**config.mk**
```make
export PLATFORM = sky130hd
export DESIGN_NAME = key_event_ctrl
export DESIGN_NICKNAME = d
export VERILOG_FILES = /design/src/rtl/key_event_pkg.sv /design/src/rtl/key_event_ch.sv /design/src/rtl/key_event_ctrl.sv
export SDC_FILE = /design/constraint.sdc
export NUM_CORES = 1
export LEC_CHECK = 0
export ABC_CLOCK_PERIOD_IN_PS = 2200
export CAP_MARGIN = 10
export CORE_MARGIN = 2
export CORE_UTILIZATION = 53
export CTS_CLUSTER_SIZE = 24
export DETAILED_ROUTE_END_ITERATION = 10
export HOLD_SLACK_MARGIN = 0.06
export MAX_ROUTING_LAYER = met4
export PLACE_DENSITY_LB_ADDON = 0.12
export SLEW_MARGIN = 20
export SYNTH_ARGS = -nofsm -noshare
export SYNTH_HDL_FRONTEND = slang
export SYNTH_SLANG_ARGS = --single-unit
```
**constraint.sdc**
```tcl
create_clock -name clk -period 2.2 [get_ports clk]
set_input_delay 0.22 -clock clk [delete_from_list [all_inputs] [get_ports clk]]
set_output_delay 0.22 -clock clk [all_outputs]
set_load 0.01 [all_outputs]
```
**src/rtl/key_event_pkg.sv**
```systemverilog
// Shared types and default timing constants for the key event controller.
package key_event_pkg;

    typedef enum logic [1:0] {
        ST_IDLE      = 2'd0,
        ST_PRESS_CHK = 2'd1,
        ST_HELD      = 2'd2,
        ST_REL_CHK   = 2'd3
    } key_st_e;

    localparam int DEF_TICK_CYCLES  = 500_000;
    localparam int DEF_LONG_TICKS   = 100;
    localparam int DEF_REPEAT_TICKS = 20;

    // Counter width able to hold 0..max_val (never narrower than one bit).
    function automatic int cnt_width(input int max_val);
        return (max_val < 2) ? 1 : $clog2(max_val + 1);
    endfunction

endpackage

```
**src/rtl/key_event_ch.sv**
```systemverilog
// One debounced key channel: 4-state FSM stepped by the shared tick, hold/repeat counters, registered pulses.
// Auto-repeat after long press is built only when KEY_EVENT_REPEAT_EN is defined.
module key_event_ch
    import key_event_pkg::*;
#(
    parameter int LONG_TICKS   = DEF_LONG_TICKS,
    parameter int REPEAT_TICKS = DEF_REPEAT_TICKS
) (
    input  logic clk,
    input  logic rst,
    input  logic tick,
    input  logic key_low,
    output logic key_state,
    output logic key_press,
    output logic key_release,
    output logic key_long
);

    localparam int HW = cnt_width(LONG_TICKS);
    localparam logic [HW-1:0] HOLD_MAX  = HW'(LONG_TICKS);
    localparam logic [HW-1:0] HOLD_LAST = HW'(LONG_TICKS - 1);

    key_st_e       state, state_nxt;
    logic [HW-1:0] hold, hold_nxt;
    logic          press_nxt, rel_nxt, long_nxt;

`ifdef KEY_EVENT_REPEAT_EN
    localparam int RW = cnt_width(REPEAT_TICKS);
    localparam logic [RW-1:0] REP_LAST = RW'(REPEAT_TICKS - 1);
    logic [RW-1:0] rep, rep_nxt;
`endif

    always_comb begin
        state_nxt = state;
        hold_nxt  = hold;
        press_nxt = 1'b0;
        rel_nxt   = 1'b0;
        long_nxt  = 1'b0;
`ifdef KEY_EVENT_REPEAT_EN
        rep_nxt   = rep;
`endif
        if (tick) begin
            case (state)
                ST_IDLE: begin
                    if (key_low) state_nxt = ST_PRESS_CHK;
                end
                ST_PRESS_CHK: begin
                    if (key_low) begin
                        state_nxt = ST_HELD;
                        hold_nxt  = '0;
                        press_nxt = 1'b1;
`ifdef KEY_EVENT_REPEAT_EN
                        rep_nxt   = '0;
`endif
                    end else begin
                        state_nxt = ST_IDLE;
                    end
                end
                ST_HELD: begin
                    if (!key_low) begin
                        state_nxt = ST_REL_CHK;
                    end else if (hold != HOLD_MAX) begin
                        hold_nxt = hold + HW'(1);
                        long_nxt = (hold == HOLD_LAST);
                    end else begin
`ifdef KEY_EVENT_REPEAT_EN
                        // Saturated hold: repeat presses every REPEAT_TICKS ticks.
                        if (rep == REP_LAST) begin
                            rep_nxt   = '0;
                            press_nxt = 1'b1;
                        end else begin
                            rep_nxt = rep + RW'(1);
                        end
`endif
                    end
                end
                ST_REL_CHK: begin
                    if (!key_low) begin
                        state_nxt = ST_IDLE;
                        rel_nxt   = 1'b1;
                    end else begin
                        state_nxt = ST_HELD;
                    end
                end
                default: state_nxt = ST_IDLE;
            endcase
        end
    end

    always_ff @(posedge clk or posedge rst) begin
        if (rst) begin
            state       <= ST_IDLE;
            hold        <= '0;
            key_press   <= 1'b0;
            key_release <= 1'b0;
            key_long    <= 1'b0;
        end else begin
            state       <= state_nxt;
            hold        <= hold_nxt;
            key_press   <= press_nxt;
            key_release <= rel_nxt;
            key_long    <= long_nxt;
        end
    end

`ifdef KEY_EVENT_REPEAT_EN
    always_ff @(posedge clk or posedge rst) begin
        if (rst) rep <= '0;
        else     rep <= rep_nxt;
    end
`endif

    assign key_state = (state == ST_HELD) || (state == ST_REL_CHK);

    param_ok: assert property (@(posedge clk) disable iff (rst)
        (LONG_TICKS >= 2) && (REPEAT_TICKS >= 1));

endmodule

```
**src/rtl/key_event_ctrl.sv**
```systemverilog
// Multi-key debouncer: 2-flop input sync, shared sample tick, per-key event channels, toggling active-low LEDs.
// Optional auto-repeat of key_press after long press via KEY_EVENT_REPEAT_EN.
module key_event_ctrl
    import key_event_pkg::*;
#(
    parameter int NUM_KEYS     = 4,
    parameter int TICK_CYCLES  = DEF_TICK_CYCLES,
    parameter int LONG_TICKS   = DEF_LONG_TICKS,
    parameter int REPEAT_TICKS = DEF_REPEAT_TICKS
) (
    input  logic                clk,
    input  logic                rst,
    input  logic [NUM_KEYS-1:0] key_in,
    output logic [NUM_KEYS-1:0] key_state,
    output logic [NUM_KEYS-1:0] key_press,
    output logic [NUM_KEYS-1:0] key_release,
    output logic [NUM_KEYS-1:0] key_long,
    output logic [NUM_KEYS-1:0] led
);

    localparam int TW = cnt_width(TICK_CYCLES - 1);
    localparam logic [TW-1:0] TICK_LAST = TW'(TICK_CYCLES - 1);

    logic [NUM_KEYS-1:0] sync_q1, sync_q2;
    logic [TW-1:0]       tick_cnt;
    logic                tick;

    // Idle-high reset value keeps a released key from looking pressed.
    always_ff @(posedge clk or posedge rst) begin
        if (rst) begin
            sync_q1 <= '1;
            sync_q2 <= '1;
        end else begin
            sync_q1 <= key_in;
            sync_q2 <= sync_q1;
        end
    end

    assign tick = (tick_cnt == TICK_LAST);

    always_ff @(posedge clk or posedge rst) begin
        if (rst)       tick_cnt <= '0;
        else if (tick) tick_cnt <= '0;
        else           tick_cnt <= tick_cnt + TW'(1);
    end

    for (genvar i = 0; i < NUM_KEYS; i++) begin : g_ch
        key_event_ch #(
            .LONG_TICKS   (LONG_TICKS),
            .REPEAT_TICKS (REPEAT_TICKS)
        ) u_ch (
            .clk         (clk),
            .rst         (rst),
            .tick        (tick),
            .key_low     (~sync_q2[i]),
            .key_state   (key_state[i]),
            .key_press   (key_press[i]),
            .key_release (key_release[i]),
            .key_long    (key_long[i])
        );
    end

    always_ff @(posedge clk or posedge rst) begin
        if (rst) led <= '1;
        else     led <= led ^ key_press;
    end

endmodule
```
Yosys cells after proc, flatten, opt, wreduce, memory -nomap -nowiden
Index checks and enable logic that the tools add are counted.
- register bits: 79
- latch bits: 0
- RAM bits: 0
- memory bits (read-only): 0
- bits of input ports: 6
- output and inout bits: 20
- word-level logic and storage cells: 168
- memories: 0
- add/sub/neg operators: 5
- multiply operators: 0
- div/mod/pow operators: 0
- magnitude comparators: 0
- eq/ne operators: 41
- shift-type cells: 0
- muxes and demuxes: 73
- bitwise operators: 1
- reductions and logical operators: 24
- operators by type and width (kind ; number):
    2-to-1 mux 7 bit ; 12
    one-hot mux 7 bit (2 select lines) ; 4
    2-to-1 mux 1 bit ; 40
    != test 2 bit, second input constant ; 16
    adder 7 x 1 -> 7 bit, second input constant ; 4
    equality test 7 bit, second input constant ; 4
    != test 7 bit, second input constant ; 4
    2-to-1 mux 2 bit ; 12
    one-hot mux 2 bit (3 select lines) ; 4
    AND reduction 5 bit ; 4
    adder 19 x 1 -> 19 bit, second input constant ; 1
    equality test 19 bit, second input constant ; 1
    2-to-1 mux 19 bit ; 1
    equality test 2 bit, second input constant ; 8
    AND reduction 3 bit ; 4
    equality test 2 x 1 -> 1 bit, second input constant ; 4
    zero test 2 bit ; 4
    != test 2 x 1 -> 1 bit, second input constant ; 4
    nonzero test 2 bit ; 4
    OR reduction 2 bit ; 4
    logical OR 1 bit ; 4
    bitwise XOR 4 bit ; 1

Longest topological paths before layout
Gate-level depths: netlist (run 1).
- depth in word-level cells: 5
- mapped depth: 9
- depth with buffers taken out: 7

Hierarchy
A second synthesis (run 1) with hierarchy kept.
- cells, all modules: 370
- area, all modules: 4124.0 um^2
- modules (own cells, without submodules) (module ; instances ; cells an instance ; area each (um^2) ; seq. area each (um^2)):
    key_event_ch ; 4 ; 65 ; 694.4 ; 300.3
    key_event_ctrl ; 1 ; 110 ; 1346.3 ; 790.8

Worst setup path after synthesis (run 1)
OpenSTA, ideal clock, no wires.
- path kind: register -> register
- start point: register tick_cnt[0]
- end point: register g_ch[3].u_ch.hold[3]
- library setup time: 92 ps
- arrival time: 2211 ps
- data required time: 2108 ps
- slack: -103 ps
- stages on the path, launching flop included: 9
- buffers on the path: 2
- period minus slack after synthesis: 2303 ps
- path through: dfrtp_1 -> ha_1 -> nand3_4 -> or3_4 -> or4_1 -> buf_2 -> or2_0 -> buf_2 -> o31ai_2
- longest elaborated chain between the ends: 2
- ends and longest elaborated chain (item ; line ; source):
    start: declaration ; key_event_ctrl.sv:25 ; logic [TW-1:0] tick_cnt;
    start signal: assignment ; key_event_ctrl.sv:44 ; else tick_cnt <= tick_cnt + TW'(1);
    equality test 19 bit ; key_event_ctrl.sv:39 ; assign tick = (tick_cnt == TICK_LAST);
    AND reduction 5 bit (no source line) ; -- ;
    end signal: assignment ; key_event_ch.sv:99 ; hold <= hold_nxt;
    end: declaration ; key_event_ch.sv:24 ; logic [HW-1:0] hold, hold_nxt;
Every way passes these cells.
A chain may end at the register's enable or synchronous reset.

Worst setup path in the final report (run 1)
- start point: register tick_cnt[5]
- end point: register g_ch[3].u_ch.hold[3]
Same word-level chain as after synthesis.

==> results of run 1 <==
## repair_timing
action	CTS	global route
pin swaps	1	1
resized for setup	3	7
setup endpoints to repair	10	10
buffers inserted	1	1
## worst register-to-register path, stage by stage (launching register included)
cell and delay, ns:
dfrtp_1 0.40, nor4_2 0.31, nand4b_1 0.13, buf_4 0.17
or4_4 0.52, or2_4 0.28, o31ai_2 0.22
## power by group through the flow
stage          Clock, mW  Combinational (mW)  Sequential [mW]
2_1_floorplan          0              0.0236             1.50
3_3_place_gp           0              0.0498             1.50
3_5_place_dp           0              0.0504             1.50
4_1_cts             1.35              0.0504             1.47
5_1_grt             1.40              0.0556             1.47
6_report            1.31              0.0473             1.47
## worst max path at each step
stage | slack (ns) | endpoint | depth (start not counted)
floorplan | -0.02 | g_ch[3].u_ch.hold[3] | 8
global placement | -0.03 | g_ch[3].u_ch.hold[5] | 5
detailed placement | -0.14 | g_ch[3].u_ch.hold[6] | 5
CTS | 0.006 | g_ch[2].u_ch.hold[5] | 6
global route | -0.005 | g_ch[1].u_ch.hold[5] | 6
finish | 0.10 | g_ch[3].u_ch.hold[3] | 6
## layer usage
metal,routed length (µm),vias up
met5,0,-
met4,76,0
met3,237,7
met2,3390,38
met1,3190,1317
li1,-,1353
## sequential cells by signal, summed over array words and instances (netlist names), named ones only
register	count
g_ch.u_ch.key_press	4
g_ch.u_ch.key_long	4
sync_q2	4
tick_cnt	19
sync_q1	4
g_ch.u_ch.key_release	4
led	4
g_ch.u_ch.hold	28
g_ch.u_ch.state	4
## through the flow
stage	total power [mW]	cells	TNS, ns	hold WS [ns]
floorplan	1.52	380	-0.0504	0.224
global placement	1.55	488	-0.0787	0.346
detailed placement	1.55	488	-0.820	0.348
CTS	2.87	505	0	0.257
global route	2.93	506	-0.00805	0.258
finish	2.83	506	0	0.269
## cell type report
| cell class | count | area (µm²) |
|---|---|---|
| clock buffers | 13 | 159 |
| clock inverters | 3 | 90.1 |
| fillers | 566 | 2380 |
| inverters | 12 | 48.8 |
| repair buffers | 48 | 448 |
| multi-input cells | 255 | 1630 |
| flip-flops and latches | 79 | 1990 |
| well taps | 96 | 120 |
## cell families after synthesis
family	after synthesis	share of synthesized area, %
adders and majority gates	9	2.95
DFF	79	52.2
buffers and inverters	46	6.30
AOI/OAI and AO/OA	71	11.3
xor gates and xnor gates	26	5.97
and+or+nand+nor	149	21.3
## layout by cell type, fill, tap and decap left out, drive strengths merged
cell type,instances
and4,1
a31oi,8
clkinvlp,1
clkdlybuf4s50,25
nand4bb,4
and3,8
a21o,6
nand4b,2
or4,7
ha,9
nor2b,3
nor2,31
clkbuf,13
or2,6
buf,23
xor2,21
or3,1
bufinv,3
dfrtp,67
o21ai,43
nand3,22
and4b,1
nand3b,2
inv,11
o31ai,13
dfstp,12
nor4,1
nor3,13
nand4,5
nand2b,16
nand2,24
and2,2
xnor2,5
a2111o,1
==> summary.md, run 1 <==
| Metric | Value |
|---|---|
| Comb pwr share | ~1.7% |
| Actual slew at the worst max-slew pin | 0.606 ns |
| Longest Clk Path Bufs | 2 |
| CTS Hold Bufs | 0 |
| Syn avg cell area | about 10 µm² |
| Slew HR | 59.5% |
| Min Tclk post-route | approximately 2.1 ns |
| Root buf cell | clkbuf_8 |
| Crit path cell chain | nor4_2 > nand4b_1 > buf_4 > or4_4 > or2_4 > o31ai_2 |
| Met2 Use GR | a little under a third |
| Slowest cell on crit path | or4_4 |
| CP max FO | 6 |
| Drt drc | 0 |
| Row count | 30 |
| Max Slew Vio Count | 0 |
| GRT Overall Usage | about a fifth |
| Setup WS post-layout | 0.102 ns |
| Die area | about 7900 µm² |
| Sw Ratio | 18.8% |
| Syn nets | between 300 and 400 |
| Dpl ws | -0.142 ns |
| Synth area leaders | dfrtp_1 44%, dfstp_2 8.3%, xor2_1 4.8%, o21ai_1 3.5%, buf_4 3.2% |
| Die W | between 80 and 90 µm |
| R2r endpoint | g_ch[3].u_ch.hold[3] |
| Critical Path RT | about 2.5 ns |
| Grt total ovfl | 0 |
| Fin. Hold Viols | 0 |
| Share of cells above drive strength 1 | 16.1% |
| Global-route wire length before repair | 11.8 mm |
| Peak VDD IR | 0.439 mV |
| Clock power frac | a little under half |
| CP startpoint | tick_cnt[5] |
| Most common cell in the netlist | dfrtp_1 |
| Clock Sinks | a little under 80 |
| Gpl congestion | between 0.8 and 0.9 |
| I/O pins | 26 |
| Hold path cells | 1 |
| Worst R2R Start | tick_cnt[5] |
| Peak Freq | between 400 and 500 MHz |
| Initial DRC count | 129 |
| CP top delay family | simple AND/OR/NAND/NOR gates |
| Avg WL per Cell | 13.6 µm |
| Worst setup EP type | register |
| ANT cells | 0 |
| Lkg Pwr | between 1.5 and 2 nW |
| Core Util, Final | between 60% and 70% |
| Mapped cell area | roughly 3800 µm² |
| Starting density of the core | 55.5% |
| Yosys top cell by area | dfrtp_1 |
| Placement Cell Area | between 4000 and 5000 µm² |
| TritonCTS clock tree | done |
| Crit path DAT | around 2.4 ns |
| H-tree depth | 3 |
| Detail Placement HPWL | approximately 4.8 mm |
| Post-synthesis register bit count | 79 |
| Largest net degree at the start of global routing | 33 |
| Hold endpoint | sync_q1[3] |
| Pwr/cell area | roughly 630 nW/µm² |
| Max cap viols | 0 |
| Top-area cell type share of the netlist area | between 40% and 50% |
| Sequential share of power | 52.0% |
| Bufs and invs on worst path | 1 |
| Unique cell type count in the Yosys netlist | 38 |
| Post-synth top cells | 67 x dfrtp_1, 31 x nor2_1, 27 x o21ai_1 |
| Vias per Instance | between 5 and 6 |
| HP Class | primary input to register |
| Clk_skew | roughly 0.013 ns |
| Fin crit share | 95.4% |
| Final setup violation count | 0 |
| Internal Power | roughly 2.3 mW |
| Final Cell Area | approximately 4500 µm² |
| Unrepaired setup endpoints after global routing | true |
| Sequential fraction of the synthesis area | a little over half |
| IO Port Bufs | 25 |
| GR peak layer | met2 |
| CP startpoint kind | register |
| CTS Buf Count | 9 |
| Cell count of the worst reg-to-reg path | 6 |
| Net Sw Power | 0.533 mW |
| Die outline height | 88.8 µm |
| Crit path largest cell delay | 0.51 ns |
| Nets | 420 |
| Skew-Pair Late Insertion Delay | approximately 0.35 ns |
| Initial antenna violation count | 0 |
| Worst-path clk slew | approximately 0.080 ns |
| Number of synthesized flops with an enable pin | 0 |
| Area grow syn2layout | 17.7% |
| Synth warn | 0 |
| Vias | about 2,700 |
| Detail Route Antenna Nets | 0 |
| Run status | completed |
| GR Layer Usage met1 | between 20% and 30% |
| Vias in the first global route | 2,565 |
| Share of flip-flops with an asynchronous set or reset | 100% |
| Core area | 6870 µm² |
| Most common flop cell mapped by yosys | dfrtp_1 |
| CP Class | register to register |
| Total routed wirelength | ~6.9 mm |
| Pre-antenna DRT Iters | 5 |
| Min-delay src | key_in[3] |
| Met3 Track Usage GR | about 5.3% |
| R2R Setup Slk | a little over 0.1 ns |
| Post-Syn Instances | 380 |
No activity file was read; power rests on OpenSTA's default activity.
==> inputs of run 2 (changes only) <==
- CAP_MARGIN: 10 -> unset
- GPL_ROUTABILITY_DRIVEN: unset -> 0
==> results of run 2 <==
Final layout, timing and power as in run 1 (identical DEF).
==> inputs of run 3 (changes only) <==
- CTS_CLUSTER_DIAMETER: unset -> 30
==> results of run 3 <==
Final layout, timing and power as in run 1 (identical DEF).
